File: src/rtl/csa_mult_sequencer.sv
// Sequential 32x32 unsigned multiplier: one time-shared 64-bit carry-save adder reduces the
// partial products over 32 cycles, then a single carry-propagate add resolves the product.

module carry_save_adder (
  input  logic [63:0] x,
  input  logic [63:0] y,
  input  logic [63:0] z,
  output logic [63:0] sum,
  output logic [63:0] carry
);

  // Bit 63 of sum and the carry out of bit 63 are dropped; a 32x32 product never needs them.
  always_comb begin
    sum       = x ^ y ^ z;
    sum[63]   = 1'b0;
    carry     = {(x[62:0] & y[62:0]) | (x[62:0] & z[62:0]) | (y[62:0] & z[62:0]), 1'b0};
  end

endmodule

module csa_mult_sequencer (
  input  logic        clk,
  input  logic        reset,
  input  logic        in_valid,
  output logic        in_ready,
  input  logic [31:0] a,
  input  logic [31:0] b,
  output logic        out_valid,
  input  logic        out_ready,
  output logic [63:0] product,
  output logic        busy
);

  localparam logic [1:0] StIdle    = 2'd0;
  localparam logic [1:0] StReduce  = 2'd1;
  localparam logic [1:0] StResolve = 2'd2;
  localparam logic [1:0] StDone    = 2'd3;

  logic [1:0]  state_q, state_d;
  logic [31:0] a_q, a_d;
  logic [31:0] b_q, b_d;
  logic [63:0] sum_q, sum_d;
  logic [63:0] carry_q, carry_d;
  logic [4:0]  idx_q, idx_d;
  logic [63:0] product_q, product_d;

  logic [63:0] pp;
  logic [63:0] csa_sum;
  logic [63:0] csa_carry;

  always_comb begin
    pp = b_q[idx_q] ? ({32'b0, a_q} << idx_q) : 64'b0;
  end

  carry_save_adder u_csa (
    .x     (sum_q),
    .y     (carry_q),
    .z     (pp),
    .sum   (csa_sum),
    .carry (csa_carry)
  );

  always_comb begin
    state_d   = state_q;
    a_d       = a_q;
    b_d       = b_q;
    sum_d     = sum_q;
    carry_d   = carry_q;
    idx_d     = idx_q;
    product_d = product_q;
    case (state_q)
      StIdle: begin
        if (in_valid) begin
          a_d     = a;
          b_d     = b;
          sum_d   = 64'b0;
          carry_d = 64'b0;
          idx_d   = 5'd0;
          state_d = StReduce;
        end
      end
      StReduce: begin
        // Fixed 32 iterations; idx wraps back to 0 on the last one.
        sum_d   = csa_sum;
        carry_d = csa_carry;
        idx_d   = idx_q + 5'd1;
        if (idx_q == 5'd31) begin
          state_d = StResolve;
        end
      end
      StResolve: begin
        product_d = sum_q + carry_q;
        state_d   = StDone;
      end
      StDone: begin
        if (out_ready) begin
          state_d = StIdle;
        end
      end
      default: state_d = StIdle;
    endcase
  end

  always_ff @(posedge clk) begin
    if (reset) begin
      state_q   <= StIdle;
      a_q       <= 32'b0;
      b_q       <= 32'b0;
      sum_q     <= 64'b0;
      carry_q   <= 64'b0;
      idx_q     <= 5'd0;
      product_q <= 64'b0;
    end else begin
      state_q   <= state_d;
      a_q       <= a_d;
      b_q       <= b_d;
      sum_q     <= sum_d;
      carry_q   <= carry_d;
      idx_q     <= idx_d;
      product_q <= product_d;
    end
  end

  always_comb begin
    in_ready  = (state_q == StIdle);
    out_valid = (state_q == StDone);
    busy      = (state_q != StIdle);
    product   = product_q;
  end

endmodule

File: config.mk
export PLATFORM = sky130hd
export DESIGN_NAME = csa_mult_sequencer
export DESIGN_NICKNAME = d
export VERILOG_FILES = /design/src/rtl/csa_mult_sequencer.sv
export SDC_FILE = /design/constraint.sdc
export NUM_CORES = 1
export LEC_CHECK = 0
export BUFFER_PORTS_ARGS = -buffer_cell sky130_fd_sc_hd__buf_4
export CAP_MARGIN = 20
export CORE_ASPECT_RATIO = 1.4
export CORE_MARGIN = 2
export CORE_UTILIZATION = 45
export DETAILED_ROUTE_END_ITERATION = 12
export GPL_ROUTABILITY_DRIVEN = 0
export PLACE_DENSITY = 0.65
export SLEW_MARGIN = 20
export SYNTH_ARGS = -nofsm -noshare
export SYNTH_HDL_FRONTEND = slang
export SYNTH_SLANG_ARGS = --single-unit
File: constraint.sdc
create_clock -name clk -period 2.95 [get_ports clk]
set_input_delay 0.59 -clock clk [delete_from_list [all_inputs] [get_ports clk]]
set_output_delay 0.59 -clock clk [all_outputs]
set_load 0.05 [all_outputs]
# Word-level counts from Yosys, hierarchy flattened
# Cells that the tools add are included.
word_totals:
  register_bits: 263
  latchBits: 0
  ram_bits: 0
  romBits: 0
  in_bits: 68
  output_inout_bits: 67
  word_cells: 43
  mem_count: 0
op_classes:
  addsub: 2
  multipliers: 0
  div_mod_pow: 0
  n_lt_le_gt_ge: 1
  n_eq_ne: 7
  n_shift: 1
  n_mux: 12
  bitwise_logic: 7
  reduce_logical: 6
op_table:
  columns: ["cell", "n"]
  rows:
  - ["one-hot mux 64 bit (2 select lines)", 2]
  - ["AND 63 bit", 3]
  - ["bitwise OR 63 bit", 2]
  - ["bitwise XOR 63 bit", 2]
  - ["adder 64 bit", 1]
  - ["2-to-1 mux 64 bit", 1]
  - ["2-to-1 mux 63 bit", 1]
  - ["left shift 32 x 5 -> 63 bit", 1]
  - ["one-hot mux 5 bit (2 select lines)", 1]
  - ["one-hot mux 2 bit (4 select lines)", 1]
  - ["less-than comparator 5 x 6 -> 1 bit (second input constant)", 1]
  - ["2-to-1 mux 2 bit", 3]
  - ["adder 5 x 1 -> 5 bit (second input constant)", 1]
  - ["binary-select mux 1 bit (select 5 bit)", 1]
  - ["equality test 5 bit (second input constant)", 1]
  - ["2-to-1 mux 5 bit", 1]
  - ["equality test 2 bit (second input constant)", 2]
  - ["!= test 2 bit (second input constant)", 2]
  - ["AND reduction 2 bit", 2]
  - ["nonzero test 2 bit", 2]
  - ["AND reduction 3 bit", 1]
  - ["equality test 2 x 1 -> 1 bit (second input constant)", 1]
  - ["logical NOT 2 bit", 1]
  - ["!= test 2 x 1 -> 1 bit (second input constant)", 1]
  - ["2-to-1 mux 1 bit", 1]

# Longest topological paths before layout
depth:
  word_depth: 7
  mapped_depth: 15

# Cells and area by module
# Synthesis repeated with hierarchy kept, for this count alone.
hier_totals:
  cells_unflattened: 1918
  area_unflattened_um2: 16422.0
by_module_without_submodules:
  columns: ["mod", "instances", "cells_per_inst", "area_each_um2"]
  rows:
  - ["csa_mult_sequencer", 1, 1852, 15142.0]
  - ["carry_save_adder", 1, 66, 1280.0]

# Least setup slack after synthesis
# Ideal clock, no wire load.
synth_timing:
  kind: "register to register"
  from: "reg idx_q[0]"
  to: "reg sum_q[36]"
  setup_ns: 0.065
  arrival_time_ns: 3.146
  required_ns: 2.885
  path_slack_ns: -0.261
  stages_incl_launch_ff: 14
  synth_period_minus_slack_ns: 3.211
  path_cell_list: "dfxtp_1 buf_2 buf_4 mux4_2 mux4_2 and2_1 clkbuf_1 or2_1 buf_2 o211ai_1 fa_1 nor2_1 a21oi_1 nor2_1"
synth_between:
  elab_chain_len: 5
synth_lines:
  columns: ["element", "line", "rtl"]
  rows:
  - ["start: declaration", "44", "logic [4:0] idx_q, idx_d;"]
  - ["start signal: assignment", "119", "idx_q <= idx_d;"]
  - ["binary-select mux 1 bit (select 5 bit)", "52", "pp = b_q[idx_q] ? ({32'b0, a_q} << idx_q) : 64'b0;"]
  - ["2-to-1 mux 1 bit (not written as such)", "52", null]
  - ["2-to-1 mux 63 bit *", "52", null]
  - ["bitwise XOR 63 bit *", "14", "sum = x ^ y ^ z;"]
  - ["one-hot mux 64 bit (2 select lines) *", "71", "case (state_q)"]
  - ["end signal: assignment", "117", "sum_q <= sum_d;"]
  - ["end: declaration", "42", "logic [63:0] sum_q, sum_d;"]
# Every way passes the cells marked *; elsewhere a longest branch is shown, timed or not. The select of a mux whose other input is x is not followed.
# A chain may end at the register's enable or synchronous reset.

# Final worst setup path
layout_timing:
  from: "reg sum_q[1]"
  to: "reg product_q[63] (netlist: product[63])"
layout_between:
  elab_chain_len: 1
layout_lines:
  columns: ["element", "line", "rtl"]
  rows:
  - ["adder 64 bit", "92", "product_d = sum_q + carry_q;"]
  - ["end signal: assignment", "120", "product_q <= product_d;"]
  - ["end: declaration", "45", "logic [63:0] product_q, product_d;"]
# Every way passes these cells.

==> metrics.csv <==
metric,value,unit
GRT overflow,0,
Rel. slew slack,51.2,%
crit path time final,3.10,ns
final WL,46200,um
largest net degree at the start of global routing,114,
Nets,2564,
crit path DAT,3.55,ns
Setup TNS,-0.802,ns
hold buffer count at CTS,0,
Worst path max stage delay,0.42,ns
worst setup margin,-0.146,ns
number of vias per cell,5.47,
clock buffer count from CTS,28,
total global-route track usage,23.1,%
Clock Pin Slew Worst Setup and Hold Paths,0.07,ns
Worst Hold Depth,3,
DP Area,19200,um^2
CP cell instances,ha_4 -> inv_2 -> fa_2 -> nor2b_4 -> o211ai_1 -> a31oi_1 -> buf_4 -> o21a_1 -> a21o_1 -> a41oi_2 -> o31a_1 -> o31ai_4 -> nor3_2 -> a211o_1,
proportion of layout cells with a drive suffix above 1,21.9,%
P_leak,8.02,nW
Remaining DRCs,0,
max-slew violation count,0,
Avg Inst Size Synth,7.74,um^2
clk_lat worst skew,0.56,ns
crit-path leading delay family,compound AO/OA/AOI/OAI gates,
"Async S/R FF share, synth",0,%
Cell Pwr Density,538,nW/um^2
# clock sinks,261,
Initial Util,45.6,%
Tightest Pin Transition,0.729,ns
"Core Util, Final",57.1,%
Worst Path Max Fanout,3,
Reg2Reg Depth,14,
Mapped Cells,2161,
TritonCTS clock tree,done,
Filler cells,3355,
Row Count,83,
first-pass GRT wire length,75100,um
Antenna Cells,0,
CP Launch Type,flop,
Reg-to-Reg Start,sum_q[1]$_SDFFE_PP0P_,
maximum VDD drop,587,uV
min-delay src,b[30],
drt wl/cell,16.2,um
placed wire-length estimate,33800,um
share of the synthesized area in the top cell type,31.2,%
status,finished with violations,
"Hold Vio Cnt, Final",0,
failing checks,negative setup slack,
Final Cycle Share,105,%
Design Power,11.3,mW
Final setup viols,12,
Yosys top cell by area,dfxtp_1,
worst clock skew,0.0189,ns
"Distinct cells, synth",67,
worst hold path type,primary input to flop,
CTS Root Cell,clkbuf_16,
"Seq/Total Area, Yosys",31.2,%
Worst setup EP type,flop,
initial antenna violation count,0,
syn nets,2361,
first drt pass iteration count,6,
Hold Path Sink,b_q[30]$_SDFFE_PP0P_,
cell area after layout,20900,um^2
Die Ht,232,um
port buffer count,134,
"top cells by area, synth","dfxtp_1, nor2_1, a21oi_1",
WS Path Type,flop to flop,
CP Buf/Inv Count,2,
unrepaired setup endpoints after global routing,yes,
fmax,0.323,GHz
Ports,135,
synthesis-to-finish area growth,25.2,%
Routed Antenna Nets,0,
"non-filler cells, final",2851,
"Top FF cell, synth",dfxtp_1,
Post-synth EDFFs,0,
H-tree level count,1,
Max Cap Viol,0,
Mapped Area,16700,um^2
vias,15595,
Ys Warns,0,
worst-case clock buffer depth,3,
number of global-route vias before repair,15168,
"Slowest-stage cell, CP",fa_2,
placed cell count,2784,
Die ar.,38800,um^2
Die Span X,167,um
R2R Setup Slk,-0.15,ns
Yosys reg bits,261,
Core Region,36700,um^2
initial drt markers,810,
worst path required time,3.41,ns
Critical R2R Capture,product[63]$_SDFFE_PP0P_,
## how the worst max path moves through the flow
stage                                     start                        to  slack [ns]  depth (start not counted)
after detailed placement  sum_q[1]$_SDFFE_PP0P_  product[63]$_SDFFE_PP0P_       -0.27                         14
after CTS                 idx_q[0]$_SDFFE_PP0P_    sum_q[35]$_SDFFE_PP0P_        -0.1                         10
after global placement    sum_q[1]$_SDFFE_PP0P_  product[63]$_SDFFE_PP0P_       -0.24                         14
final                     sum_q[1]$_SDFFE_PP0P_  product[63]$_SDFFE_PP0P_       -0.15                         14
after floorplan           idx_q[0]$_SDFFE_PP0P_    sum_q[24]$_SDFFE_PP0P_       -0.07                         13
after global routing      sum_q[1]$_SDFFE_PP0P_  product[63]$_SDFFE_PP0P_       -0.28                         14
## placed cells by master (no fill, tap or decap), types with 8 or more instances in the layout
cell       Yosys  routed
a211oi_1      12      11
a21oi_2        1       9
nor3_1        25      21
dfxtp_1      261     251
nand2_4        0      14
o21ai_0       57      49
o211ai_1      14      14
xnor2_1       28      27
a31oi_1       10       9
nand4_1       13      13
and3_1        23      23
nand2_1      305     283
a21o_1        32      32
fa_1          63      62
inv_1        150     147
nand2b_1       8       8
dfxtp_2        0       8
xor2_1        19      18
o21bai_1      12      11
clkinv_2       0       8
mux4_2        31      31
o21a_1        13      11
nand3_1       23      22
o21ai_1        9       8
buf_4          2     287
o22ai_1       20      20
buf_6          0      10
ha_1          69      59
buf_12         0       9
a21oi_1      274     260
nand2_2        0       8
clkbuf_16      0      30
a22oi_1        9       9
nor2_1       372     367
mux2i_1       64      62
## layer usage
metal,routed length (um),part of all wire (%),track usage [%]
met3,2280,4.9,2.85
met2,22200,48,39.5
met4,1530,3.3,8.73
met1,20200,44,30.0
met5,0,0,0
## sequential cells by signal, indices dropped and copies added (netlist names)
name,cells
sum_q,63
a_q,32
b_q,32
idx_q,5
state_q,2
product,64
carry_q,63
## repair_timing
item / 4_1_cts / 5_1_grt
pin swaps: 16 / 78
setup endpoints to repair: 50 / 72
cloned: 2 / 2
gates resized for setup: 25 / 136
buffers inserted: 0 / 13
hold endpoints to repair: 0 / 0
## synthesized netlist by cell type, drive strengths merged, types with 10 or more instances
cell and n:
a21oi 275, and3 23, and2 10, nand4 13, mux2i 64, nand3 23, ha 69, clkbuf 108
nor3 26, a31oi 11, fa 63, dfxtp 261, o21ai 66, xor2 19, o21a 13, nor2 372
o21bai 12, a21o 32, inv 150, a211oi 13, buf 31, o211ai 14, o22ai 20, xnor2 28
nand2 305, mux4 31
## tightest hold or removal path, cell delays in order
cell and delay (ns):
buf_4 0.11, nand2_1 0.05, a21oi_1 0.05
## cell type report
type	instances	area [um^2]	share of cell area (%)
clock buffers	34	774	3.70
repair buffers	309	2510	12.0
inverters	150	567	2.71
well taps	467	584	2.79
clock inverters	16	150	0.717
multi-input cells	1614	11100	53.1
flip-flops and latches	261	5240	25.0
## power breakdown
part	total [mW]	switching, mW	internal (mW)	leakage [nW]
clock network	3.58	1.53	2.05	0.458
logic	3.76	2.46	1.29	5.44
registers	3.94	0.182	3.76	2.12
## stage by stage
stage | setup slack, ns | hold slack (ns)
6_report | -0.146 | 0.270
5_1_grt | -0.281 | 0.267
4_1_cts | -0.0966 | 0.246
3_5_place_dp | -0.269 | 0.447
3_3_place_gp | -0.242 | 0.441
2_1_floorplan | -0.0686 | 0.433
## kinds of logic (layout without fill, tap and decap cells)
logic type | Yosys count | count (layout) | share of synthesized area (%)
DFF | 261 | 261 | 31.2
buffers and inverters | 289 | 509 | 6.62
adders and majority gates | 132 | 132 | 12.7
xor gates and xnor gates | 47 | 47 | 2.46
muxes | 102 | 102 | 8.47
and+or+nand+nor | 819 | 822 | 20.3
AOI/OAI and AO/OA | 511 | 511 | 18.2
(Power assumes the default switching activity.)
